--- src/rtl/lpc_initiator.sv ---
// Host-side LPC initiator: turns single-byte I/O and memory requests into LPC frames.
// Define LPC_ABORT_EN to drive an LFRAME# abort sequence on SYNC timeout or no response.
module lpc_initiator #(
  parameter int unsigned LONG_WAIT_MAX  = 64,
  parameter int unsigned SHORT_WAIT_MAX = 8,
  parameter int unsigned NORESP_MAX     = 3
) (
  input  logic        clk_i,
  input  logic        LRESET,
  input  logic        req_valid_i,
  output logic        req_ready_o,
  input  logic        req_write_i,
  input  logic        req_mem_i,
  input  logic [31:0] req_addr_i,
  input  logic [7:0]  req_data_i,
  output logic        rsp_valid_o,
  output logic [7:0]  rsp_data_o,
  output logic        rsp_err_o,
  output logic        lframe_o,
  output logic [3:0]  lad_o,
  output logic        lad_oe_o,
  input  logic [3:0]  lad_i,
  output logic        busy_o
);

  localparam int unsigned LongW  = $clog2(LONG_WAIT_MAX + 1);
  localparam int unsigned ShortW = $clog2(SHORT_WAIT_MAX + 1);
  localparam int unsigned NrW    = $clog2(NORESP_MAX + 1);

  typedef enum logic [3:0] {
    StIdle, StStart, StCyctype, StAddr, StHdata, StHtar1, StHtar2, StSync,
    StPdata, StPtar1, StPtar2, StResp, StAbort, StAbortEnd
  } state_e;

  state_e            state_q, state_d;
  logic [2:0]        cnt_q, cnt_d;
  logic              write_q, write_d, mem_q, mem_d, err_q, err_d;
  logic [31:0]       addr_q, addr_d;
  logic [7:0]        wdata_q, wdata_d, rdata_q, rdata_d;
  logic [LongW-1:0]  long_q, long_d;
  logic [ShortW-1:0] short_q, short_d;
  logic [NrW-1:0]    nr_q, nr_d;
  logic              lframe_q, lframe_d, oe_q, oe_d, ready_q, ready_d;
  logic [3:0]        lad_q, lad_d;
  logic              rsp_valid_q, rsp_valid_d, rsp_err_q, rsp_err_d;
  logic [7:0]        rsp_data_q, rsp_data_d;
  logic              timeout;
  logic [2:0]        nib_sel;

  always_comb begin
    state_d = state_q;
    cnt_d   = cnt_q;
    write_d = write_q;
    mem_d   = mem_q;
    addr_d  = addr_q;
    wdata_d = wdata_q;
    rdata_d = rdata_q;
    err_d   = err_q;
    long_d  = long_q;
    short_d = short_q;
    nr_d    = nr_q;
    timeout = 1'b0;
    case (state_q)
      StIdle: begin
        if (req_valid_i && ready_q) begin
          state_d = StStart;
          write_d = req_write_i;
          mem_d   = req_mem_i;
          addr_d  = req_addr_i;
          wdata_d = req_data_i;
          rdata_d = 8'h00;
          err_d   = 1'b0;
        end
      end
      StStart: state_d = StCyctype;
      StCyctype: begin
        state_d = StAddr;
        cnt_d   = 3'd0;
      end
      StAddr: begin
        if (cnt_q == (mem_q ? 3'd7 : 3'd3)) begin
          state_d = write_q ? StHdata : StHtar1;
          cnt_d   = 3'd0;
        end else begin
          cnt_d = cnt_q + 3'd1;
        end
      end
      StHdata: begin
        if (cnt_q == 3'd1) state_d = StHtar1;
        else cnt_d = cnt_q + 3'd1;
      end
      StHtar1: state_d = StHtar2;
      StHtar2: begin
        state_d = StSync;
        long_d  = '0;
        short_d = '0;
        nr_d    = '0;
      end
      StSync: begin
        // Wait counters only track an unbroken run of the same code.
        long_d  = '0;
        short_d = '0;
        nr_d    = '0;
        case (lad_i)
          4'b0000: begin
            state_d = write_q ? StPtar1 : StPdata;
            cnt_d   = 3'd0;
          end
          4'b0101: begin
            short_d = short_q + ShortW'(1);
            timeout = (short_d == ShortW'(SHORT_WAIT_MAX));
          end
          4'b0110: begin
            long_d  = long_q + LongW'(1);
            timeout = (long_d == LongW'(LONG_WAIT_MAX));
          end
          4'b1111: begin
            nr_d    = nr_q + NrW'(1);
            timeout = (nr_d == NrW'(NORESP_MAX));
          end
          default: begin
            err_d   = 1'b1;
            state_d = StPtar1;
          end
        endcase
        if (timeout) begin
          err_d = 1'b1;
`ifdef LPC_ABORT_EN
          state_d = StAbort;
          cnt_d   = 3'd0;
`else
          state_d = StResp;
`endif
        end
      end
      StPdata: begin
        if (cnt_q == 3'd0) begin
          rdata_d[3:0] = lad_i;
          cnt_d        = 3'd1;
        end else begin
          rdata_d[7:4] = lad_i;
          state_d      = StPtar1;
        end
      end
      StPtar1: state_d = StPtar2;
      StPtar2: state_d = StResp;
      StResp:  state_d = StIdle;
`ifdef LPC_ABORT_EN
      StAbort: begin
        if (cnt_q == 3'd3) state_d = StAbortEnd;
        else cnt_d = cnt_q + 3'd1;
      end
      StAbortEnd: state_d = StResp;
`endif
      default: state_d = StIdle;
    endcase
  end

  // Pin and response values are decoded from the next state so they leave a flop.
  always_comb begin
    lframe_d    = 1'b1;
    oe_d        = 1'b0;
    lad_d       = 4'hF;
    ready_d     = (state_d == StIdle);
    rsp_valid_d = (state_d == StResp);
    rsp_data_d  = rsp_data_q;
    rsp_err_d   = rsp_err_q;
    nib_sel     = mem_d ? (3'd7 - cnt_d) : (3'd3 - cnt_d);
    case (state_d)
      StStart: begin
        lframe_d = 1'b0;
        oe_d     = 1'b1;
        lad_d    = 4'h0;
      end
      StCyctype: begin
        oe_d  = 1'b1;
        lad_d = {1'b0, mem_d, write_d, 1'b0};
      end
      StAddr: begin
        oe_d  = 1'b1;
        lad_d = 4'(addr_d >> {nib_sel, 2'b00});
      end
      StHdata: begin
        oe_d  = 1'b1;
        lad_d = (cnt_d == 3'd0) ? wdata_d[3:0] : wdata_d[7:4];
      end
      StHtar1: oe_d = 1'b1;
      StAbort: begin
        lframe_d = 1'b0;
        oe_d     = 1'b1;
      end
      StResp: begin
        rsp_err_d  = err_d;
        rsp_data_d = (err_d || write_d) ? 8'h00 : rdata_d;
      end
      default: ;
    endcase
  end

  always_ff @(posedge clk_i or negedge LRESET) begin
    if (!LRESET) begin
      state_q     <= StIdle;
      cnt_q       <= 3'd0;
      write_q     <= 1'b0;
      mem_q       <= 1'b0;
      addr_q      <= 32'h0;
      wdata_q     <= 8'h00;
      rdata_q     <= 8'h00;
      err_q       <= 1'b0;
      long_q      <= '0;
      short_q     <= '0;
      nr_q        <= '0;
      lframe_q    <= 1'b1;
      oe_q        <= 1'b0;
      lad_q       <= 4'hF;
      ready_q     <= 1'b0;
      rsp_valid_q <= 1'b0;
      rsp_err_q   <= 1'b0;
      rsp_data_q  <= 8'h00;
    end else begin
      state_q     <= state_d;
      cnt_q       <= cnt_d;
      write_q     <= write_d;
      mem_q       <= mem_d;
      addr_q      <= addr_d;
      wdata_q     <= wdata_d;
      rdata_q     <= rdata_d;
      err_q       <= err_d;
      long_q      <= long_d;
      short_q     <= short_d;
      nr_q        <= nr_d;
      lframe_q    <= lframe_d;
      oe_q        <= oe_d;
      lad_q       <= lad_d;
      ready_q     <= ready_d;
      rsp_valid_q <= rsp_valid_d;
      rsp_err_q   <= rsp_err_d;
      rsp_data_q  <= rsp_data_d;
    end
  end

  assign req_ready_o = ready_q;
  assign rsp_valid_o = rsp_valid_q;
  assign rsp_data_o  = rsp_data_q;
  assign rsp_err_o   = rsp_err_q;
  assign lframe_o    = lframe_q;
  assign lad_o       = lad_q;
  assign lad_oe_o    = oe_q;
  assign busy_o      = (state_q != StIdle);

endmodule

--- config.mk ---
export PLATFORM = sky130hd
export DESIGN_NAME = lpc_initiator
export DESIGN_NICKNAME = d
export VERILOG_FILES = /design/src/rtl/lpc_initiator.sv
export SDC_FILE = /design/constraint.sdc
export NUM_CORES = 1
export LEC_CHECK = 0
export ABC_AREA = 1
export CORE_ASPECT_RATIO = 0.5
export CORE_UTILIZATION = 58
export CTS_CLUSTER_SIZE = 28
export DETAILED_ROUTE_END_ITERATION = 10
export PLACE_DENSITY = 0.94
export SYNTH_ARGS = -nofsm -noshare
export SYNTH_HDL_FRONTEND = slang
export SYNTH_SLANG_ARGS = --single-unit
--- constraint.sdc ---
create_clock -name clk_i -period 3.4 [get_ports clk_i]
set_input_delay 0.68 -clock clk_i [delete_from_list [all_inputs] [get_ports clk_i]]
set_output_delay 0.68 -clock clk_i [all_outputs]
set_load 0.02 [all_outputs]
* Word level (Yosys, flattened, before mapping) *
Cells that the tools add are included.

word-level totals
  input bits = 49
  register bits after elaboration = 88
  word-level logic and storage cells = 108
  memory bits (writable) = 0
  latch bits = 0
  memories kept = 0
  output and inout bits = 18
  ROM bits = 0

operators by class
  bitwise logic cells = 0
  multipliers = 0
  equality and inequality tests = 25
  shifts and indexed selects = 1
  order comparisons = 0
  reductions and logical operators = 13
  multiplexer cells = 45
  add/subtract/negate cells = 6
  divide/modulo/power cells = 0

operators with widths
  operator             number
  $mux 32              2
  $pmux 4 s11          1
  $mux 4               9
  $eq 4x3->1 const B   8
  $mux 8               4
  $shr 32x5->4         1
  $eq 4x4->1 const B   7
  $mux 3               6
  $eq 4x2->1 const B   4
  $pmux 4 s2           2
  $pmux 4 s4           1
  $pmux 8 s2           1
  $pmux 3 s5           1
  $pmux 7 s2           1
  $logic_not 4->1      3
  $mux 1               12
  $eq 4x1->1 const B   2
  $add 7x1->7 const B  1
  $eq 7x7->1 const B   1
  $mux 7               1
  $logic_not 3->1      2
  $reduce_or 6->1      1
  $add 4x1->4 const B  1
  $pmux 2 s2           1
  other kinds (17)     17

* Logic depth before layout (Yosys ltp) *
Gate-level depths: netlist (run 1).

  depth in word-level cells = 9
  depth in mapped cells = 17
  depth with buffers taken out = 17

* Worst setup path after synthesis (run 1) *
Ideal clock, no wire load.

  kind = input -> register
  from = input port lad_i[3]
  to = register rsp_data_q[0], in the netlist rsp_data_o[0]
  setup slack = 1.355 ns
  data required time = 3.283 ns
  setup time = 0.117 ns
  arrival = 1.928 ns
  path buffers = 1
  cell stages on the path = 15
  cells stage by stage = nor2_1 > nand2_1 > inv_2 > nand2_1 > nor2_1 > nand2_1 > nand3_1 > nand2_1 > nand2_2 > nand2_1 > inv_2 > nand2_2 > buf_6 > nand2_1 > nand2_1

between the ends
  elaborated cells on any way between the ends = 17
  classes of those cells = eq/ne: 4; mux: 9; reduce/logical: 4

RTL lines
  element                                                         RTL line  source
  start: declaration                                              22        input logic [3:0] lad_i,
  $eq 4x4->1 or $eq 4x3->1 (tied branches)                        104       case (lad_i)
  $reduce_or 3->1 (no source line) or $pmux 1 s3 (tied branches)  n/a
  $pmux 4 s2 or $mux 1 (tied branches)                            104, 63
  $mux 4 (*)                                                      126       if (timeout) begin
  $pmux 4 s11 (*)                                                 63        case (state_q)
  net state_d[0]                                                  35        state_e state_q, state_d;
  $eq 4x4->1 (*)                                                  169       case (state_d)
  end signal: assignment                                          238       rsp_data_q <= rsp_data_d;
  end: declaration                                                46        logic [7:0] rsp_data_q, rsp_data_d;

The timed path passes the listed nets; every way through them passes the cells marked *. The select of a mux whose other input is x is not followed.
A chain may end at the register's enable or synchronous reset.

* Worst setup path in the final report (run 1) *
  from = input port lad_i[0]
  to = register lad_q[3], in the netlist lad_o[3]

between the ends
  longest elaborated chain between the ends = 7
  elaborated cells on any way between the ends = 23
  classes of those cells = add/sub: 2; eq/ne: 7; shift: 1; mux: 10; reduce/logical: 3

ends and longest elaborated chain
  element                                        RTL line  source
  $logic_not 4->1, or another cell as far along  104
  $mux 3, or another cell as far along           104
  $pmux 3 s5, or another cell as far along       63
  $sub 2x3->3, or another cell as far along      168       nib_sel = mem_d ? (3'd7 - cnt_d) : (3'd3 - cnt_d);
  $mux 3 or $pmux 4 s11 (tied branches)          168, 63
  $shr 32x5->4, or another cell as far along     181       lad_d = 4'(addr_d >> {nib_sel, 2'b00});
  $pmux 4 s4 (*)                                 169
  net lad_d[3]                                   44        logic [3:0] lad_q, lad_d;
  end signal: assignment                         234       lad_q <= lad_d;
  end: declaration                               44

Marked as above.

==> results of run 1 <==
==> placed cells by master, fill, tap and decap left out, drive strengths merged <==
cell             n
a32o             2
o31ai            2
nor3             2
and2             2
or2              2
nand2          267
clkinv           4
buf              5
nand3           63
nor2            29
o22ai            7
clkbuf          12
ha               8
dfstp            5
xnor2            1
dfrtp           83
inv             51
nand4           13
o21ai           20
nand3b           1
clkdlybuf4s50   65
a22o             1
xor2             1
a21oi            6
o211ai           1
==> worst paths after layout <==
check,end,from,depth (start not counted)
min in group asynchronous,short_q[0],LRESET,1
hold reg to reg,rsp_data_o[0],rsp_data_o[0],2
setup / recovery,lad_o[3],lad_i[0],12
hold / removal,rsp_data_o[0],rsp_data_o[0],2
setup reg to reg,lad_o[3],cnt_q[1],11
max in group asynchronous,addr_q[9],LRESET,1
==> Yosys cell counts <==
cell type,instances,area share
clkinv_1,1,0.00085
a32o_1,2,0.0045
buf_6,2,0.0051
o211ai_1,1,0.0017
inv_1,45,0.038
inv_2,6,0.0051
nand2_2,6,0.0085
buf_2,6,0.0068
o22ai_1,7,0.0099
ha_1,8,0.023
a21oi_4,1,0.0037
nand3_1,62,0.070
nand2_1,260,0.22
nand3_2,1,0.0023
dfstp_2,5,0.030
o21ai_0,17,0.019
nand2_4,1,0.0025
o31ai_1,2,0.0034
nand3b_1,1,0.0017
xnor2_1,1,0.0020
nor2_1,25,0.021
o21ai_1,3,0.0034
nand4_1,13,0.018
nor2_2,2,0.0028
nor2_4,2,0.0051
and2_1,2,0.0028
clkbuf_1,4,0.0034
dfrtp_1,83,0.47
a21oi_1,5,0.0057
a22o_1,1,0.0020
xor2_1,1,0.0020
or2_0,1,0.0014
nor3_1,2,0.0023
or2_2,1,0.0014
==> power by group <==
group | total (mW) | switching (mW) | leakage, nW | internal [mW]
Combinational | 2.67 | 1.75 | 1.51 | 0.918
Clock | 0.899 | 0.389 | 0.132 | 0.510
Sequential | 1.76 | 0.244 | 1.12 | 1.51
==> logic make-up after synthesis <==
logic type	Yosys count	share of synthesized area
compound gates	39	0.0535
xor+xnor	2	0.00396
fa+ha+maj	8	0.0226
buf+inv	64	0.0594
flops	88	0.499
simple gates	379	0.361
==> worst max-delay path: stages <==
cell             delay (ns)
clkdlybuf4s50_1        0.48
nor2_1                 0.19
nand2_1                0.15
a21oi_1                0.21
nand3_1                0.13
nand2_2                0.19
nand2_4                0.18
nor2_2                 0.20
nand2_2                0.12
o21ai_0                0.25
nand2_1                0.08
nand3_1                0.09
==> state kept, by name, indices dropped and copies added, names as in the netlist <==
register     cells
rsp_valid_o      1
lad_oe_o         1
write_q          1
rsp_err_o        1
cnt_q            3
mem_q            1
rsp_data_o       8
long_q           7
nr_q             2
lad_o            4
short_q          4
state_q          4
lframe_o         1
err_q            1
rdata_q          8
req_ready_o      1
wdata_q          8
addr_q          32
==> per-stage QoR <==
step / cells / instance area, µm²
after floorplan: 580 / 4420
after global placement: 734 / 5180
after detailed placement: 734 / 5180
after CTS: 749 / 5440
after global routing: 749 / 5440
final: 749 / 5440
==> area by class of cell <==
class | count | area [µm²] | share of cell area
Timing Repair Buffer | 70 | 701 | 0.129
Tap cell | 96 | 120 | 0.0221
Inverter | 52 | 195 | 0.0359
Clock buffer | 12 | 246 | 0.0453
Multi-Input combinational cell | 428 | 1950 | 0.359
Sequential cell | 88 | 2210 | 0.406
Clock inverter | 3 | 18.8 | 0.00345
==> per-layer routing <==
| layer | vias up | track usage | share of wire |
|---|---|---|---|
| met5 | - | 0 | 0 |
| met3 | 38 | 0.0662 | 0.063 |
| li1 | 1999 | - | - |
| met1 | 1940 | 0.356 | 0.41 |
| met2 | 176 | 0.496 | 0.49 |
| met4 | 0 | 0.155 | 0.031 |
==> out/metrics.yaml, run 1 <==
path_clk_slew_ns: 0.06
post_drt_wl_per_cell_um: 14.3
crit_type: "input port to flip-flop"
syn2layout_area_growth_pct: 23.0
violations: "DRC"
maxSlewViolCount: 0
yosysSeqAreaShare: 0.499
post-cts-setup-buffers: 0
num_vias: 4153
dr.pass1.iters: 8
die_h_um: 63.8
yosysWarnings: 0
routed_wl_um: 10700
clockBufferDepth: 2
syn_inst: 580
cts_htree_levels: 3
cellPowerDensity_nw_per_um2: 978
num_rows: 22
drc: 1
finalWorstPathRequiredPeriod_ns: 2.69
cp_max_fo: 19
die_w_um: 125
drt_iter0_markers: 403
hold_viol: 0
ant_nets: 0
r2r_setup_slack_ns: 0.98
setup_viol: 0
rsz0062_at_grt: "no"
critPathArrivalTime_ns: 2.97
p_total_mw: 5.32
cts-root-buf: "clkbuf_16"
fin_crit_sh: 0.791
status: "finished with violations"
clk_latency_ns: 0.34
p_leak_nw: 2.77
dp_hpwl_um: 7490
synth_area_um2: 4420
cts_resized: 0
endpoint_kind: "flip-flop"
tritoncts: "built"
final_util: 0.740
fin_ws_ns: 0.712
fin_skew_ns: 0.00467
grt_max_degree: 89
tns_ns: 0
timing.hold.ws_ns: 0.476
start_util: 0.602
fmax_ghz: 0.372
synth_area_per_cell_um2: 7.63
ir_worst_vdd_uv: 523
gp_congestion: 0.910
maxSlewHeadroom: 0.290
numCtsBuffers: 9
antenna_found_initial: 0
fillers: 504
cts_hold_buf: 0
drv_cap: 0
antenna_cells: 0
track_usage: 0.293
synth.distinct_cells: 34
grt_pass1_vias: 4112
num-nets-final: 706
io_buffers: 66
crit_required_ns: 3.68
drive_above_1_share: 0.0658
synthesis.nets: 637
cp-start-kind: "input port"
hp-class: "flip-flop to flip-flop"
ys_seq_elements: 88
grt_pass1_wl_um: 18400
dp_slack_ns: 0.456
ios: 67
dieArea_um2: 8000
worst_slew_pin_slew_ns: 1.07
grt.overflow.total: 0
via_per_inst: 5.54
cts.sink_count: 88
core_um2: 7350
Note: power is estimated with default switching activity, not from simulation.
==> run 2: changes to the inputs <==
--- a/config.mk
+++ b/config.mk
@@ -7,10 +7,10 @@
 export LEC_CHECK = 0
 export ABC_AREA = 1
 export CORE_ASPECT_RATIO = 0.5
-export CORE_UTILIZATION = 58
+export CORE_UTILIZATION = 54
 export CTS_CLUSTER_SIZE = 28
 export DETAILED_ROUTE_END_ITERATION = 10
-export PLACE_DENSITY = 0.94
+export PLACE_DENSITY = 0.89
 export SYNTH_ARGS = -nofsm -noshare
 export SYNTH_HDL_FRONTEND = slang
 export SYNTH_SLANG_ARGS = --single-unit
==> constraint.sdc (replaced) <==
create_clock -name clk_i -period 2.8 [get_ports clk_i]
set_input_delay 0.56 -clock clk_i [delete_from_list [all_inputs] [get_ports clk_i]]
set_output_delay 0.56 -clock clk_i [all_outputs]
set_load 0.02 [all_outputs]
==> run 2 against run 1 <==
Effect of this change: the run now ends clean; die area rose by 7.2%; register-to-register slack got worse by 0.59 ns; non-clock buffer count rose by 5; critical path depth rose by 4; core utilization fell by 1.5 points; wire length rose by 1.6%; flip-flop and latch count did not move; sequential share of layout area fell by 0.66 points; largest cell class unchanged.
==> out/metrics.yaml, run 2 (synthesis gave the netlist of run 1 again) <==
antenna_cells: 0  # unchanged
post_drt_wl_per_cell_um: 14.2  # -0.74%
num-nets-final: 711  # +0.71%
cellPowerDensity_nw_per_um2: 1180  # +21%
status: "complete, no violations"
crit_type: "input port to flip-flop"
p_total_mw: 6.54  # +23%
largest_register: "addr_q"
rr_worst_depth: 15  # +4
tns_ns: 0  # unchanged
drt_iter0_markers: 353  # -12%
via_per_inst: 5.27  # -5.0%
ant_nets: 0  # unchanged
worst_slew_pin_slew_ns: 0.564  # -0.501 ns
finalWorstPathRequiredPeriod_ns: 2.53
p_sw_frac: 0.435  # -0.0125
ir_worst_vdd_uv: 526  # +0.48%
dp_hpwl_um: 7630  # +1.8%
hold_viol: 0  # unchanged
internal-power_mw: 3.70  # +26%
layout_common_cells: "260 x nand2_1, 83 x dfrtp_1, 65 x clkdlybuf4s50_1, 62 x nand3_1, 45 x inv_1"
p_switching_mw: 2.85  # +19%
cp-start-kind: "input port"
drc: 0  # -1
dieArea_um2: 8580  # +7.2%
hp-class: "input port to asynchronous set/reset pin"
grt_pass1_vias: 3964  # -3.6%
start_util: 0.580  # -0.0217
die_h_um: 66.0  # +3.5%
fillers: 584  # +16%
maxSlewViolCount: 0  # unchanged
clockBufferDepth: 2  # unchanged
cts_hold_buf: 0  # unchanged
clockPowerShare: 0.182  # +0.013
drive_above_1_share: 0.0713  # +0.00547
seqPwrFrac: 0.325  # -0.005
io_buffers: 66  # unchanged
routed_wl_um: 10900  # +1.6%
ios: 67  # unchanged
maxSlewHeadroom: 0.623  # +0.333
critPathArrivalTime_ns: 2.74  # -0.23 ns
cts.sink_count: 88  # unchanged
fin_ws_ns: 0.275  # -0.437 ns
grt.overflow.total: 0  # unchanged
clk_latency_ns: 0.34  # about the same
track_usage: 0.287  # -0.00621
syn2layout_area_growth_pct: 25.1
grt_max_degree: 89  # unchanged
final_util: 0.725  # -0.0149
dr.pass1.iters: 5  # -3
largest_reg_flops: 32  # unchanged
final_common_cell: "nand2_1"
path_clk_slew_ns: 0.06  # about the same
fin_crit_sh: 0.902
num_rows: 22  # unchanged
tritoncts: "built"
cts-root-buf: "clkbuf_16"
cp-startpoint: "lad_i[0]"
drv_cap: 0  # unchanged
power_frac_comb: 0.492  # -0.009
setup.worst_path.end: "rsp_data_o[4]"
dp_slack_ns: 0.0431  # -0.413 ns
num_vias: 4041  # -2.7%
grt_pass1_wl_um: 18500  # +0.60%
reg2reg_to: "rsp_data_o[4]"
setup_viol: 0  # unchanged
crit_required_ns: 3.02  # -0.66 ns
endpoint_kind: "flip-flop"
rsz0062_at_grt: "no"
fmax_ghz: 0.396
r2r_start: "long_q[0]"
r2r_setup_slack_ns: 0.39  # -0.59 ns
gp_congestion: 0.887  # -2.5%
antenna_found_initial: 0  # unchanged
post-cts-setup-buffers: 0  # unchanged
fin_skew_ns: 0.00732  # +0.00265 ns
numCtsBuffers: 9  # unchanged
die_w_um: 130  # +3.6%
cp_max_fo: 11  # -8
core_um2: 7620  # +3.7%
p_leak_nw: 2.80  # +1.2%
cts_htree_levels: 3  # unchanged
run 2: cell count changes in the layout (fill, tap and decap cells not counted), sizes merged:
cell    change
bufinv      +1
clkinv      -3
clkbuf      +3
buf         +5
run 2: metrics by stage:
step / instance area (µm²) / std cells / hold WS, ns
final: 5530 / 767 / 0.244
after global placement: 5240 / 751 / 0.458
after floorplan: 4420 / 580 / 0.264
after detailed placement: 5240 / 751 / 0.463
after global routing: 5530 / 767 / 0.289
after CTS: 5530 / 767 / 0.274
run 2: power by group through the flow:
| stage | sequential, mW | combinational (mW) | clock [mW] |
|---|---|---|---|
| after detailed placement | 2.14 | 3.13 | 0 |
| after global routing | 2.19 | 3.64 | 1.27 |
| after CTS | 2.12 | 3.18 | 1.20 |
| after global placement | 2.12 | 3.03 | 0 |
| final | 2.13 | 3.22 | 1.19 |
| after floorplan | 2.18 | 2.18 | 0 |
run 2: critical path, stage by stage:
cell and delay [ns]:
clkdlybuf4s50_1 0.49, nor2_1 0.20, nand2_1 0.15, inv_2 0.12, nand2_1 0.06, nor2_1 0.18
nand2_1 0.14, nand3_1 0.10, nand2_1 0.10, nand2_2 0.09, nand2_1 0.10, inv_2 0.07
nand2_2 0.07, buf_4 0.18, nand2_1 0.06, nand2_1 0.08
run 2: routing by layer:
layer | GRT usage | wire [µm] | vias up
met5 | 0 | 0 | -
met4 | 0.0959 | 137 | 0
met3 | 0.0631 | 688 | 15
met2 | 0.484 | 5240 | 144
met1 | 0.369 | 4820 | 1883
li1 | - | - | 1999
run 2: how the worst min path moves through the flow:
| stage | startpoint | end | slack (ns) | cells after the start |
|---|---|---|---|---|
| global placement | addr_q[7] | addr_q[7] | 0.46 | 2 |
| CTS | LRESET | addr_q[4] | 0.27 | 2 |
| detailed placement | addr_q[7] | addr_q[7] | 0.46 | 2 |
| finish | LRESET | addr_q[19] | 0.24 | 2 |
| global route | LRESET | addr_q[26] | 0.29 | 2 |
| floorplan | LRESET | addr_q[0] | 0.26 | 0 |
run 2: cell type report:
type / instances / area (µm²) / area share
sequential: 88 / 2210 / 0.399
tap: 108 / 135 / 0.0244
clock inverter: 1 / 30.0 / 0.00543
timing repair buffer: 75 / 751 / 0.136
multi-input combinational: 428 / 1950 / 0.353
clock buffer: 15 / 258 / 0.0466
inverter: 52 / 195 / 0.0353
run 2: timing repair:
| item | CTS | global route |
|---|---|---|
| endpoints found under the setup margin | 0 | 1 |
| gates resized for setup | 0 | 1 |
| hold endpoints to repair | 0 | 0 |
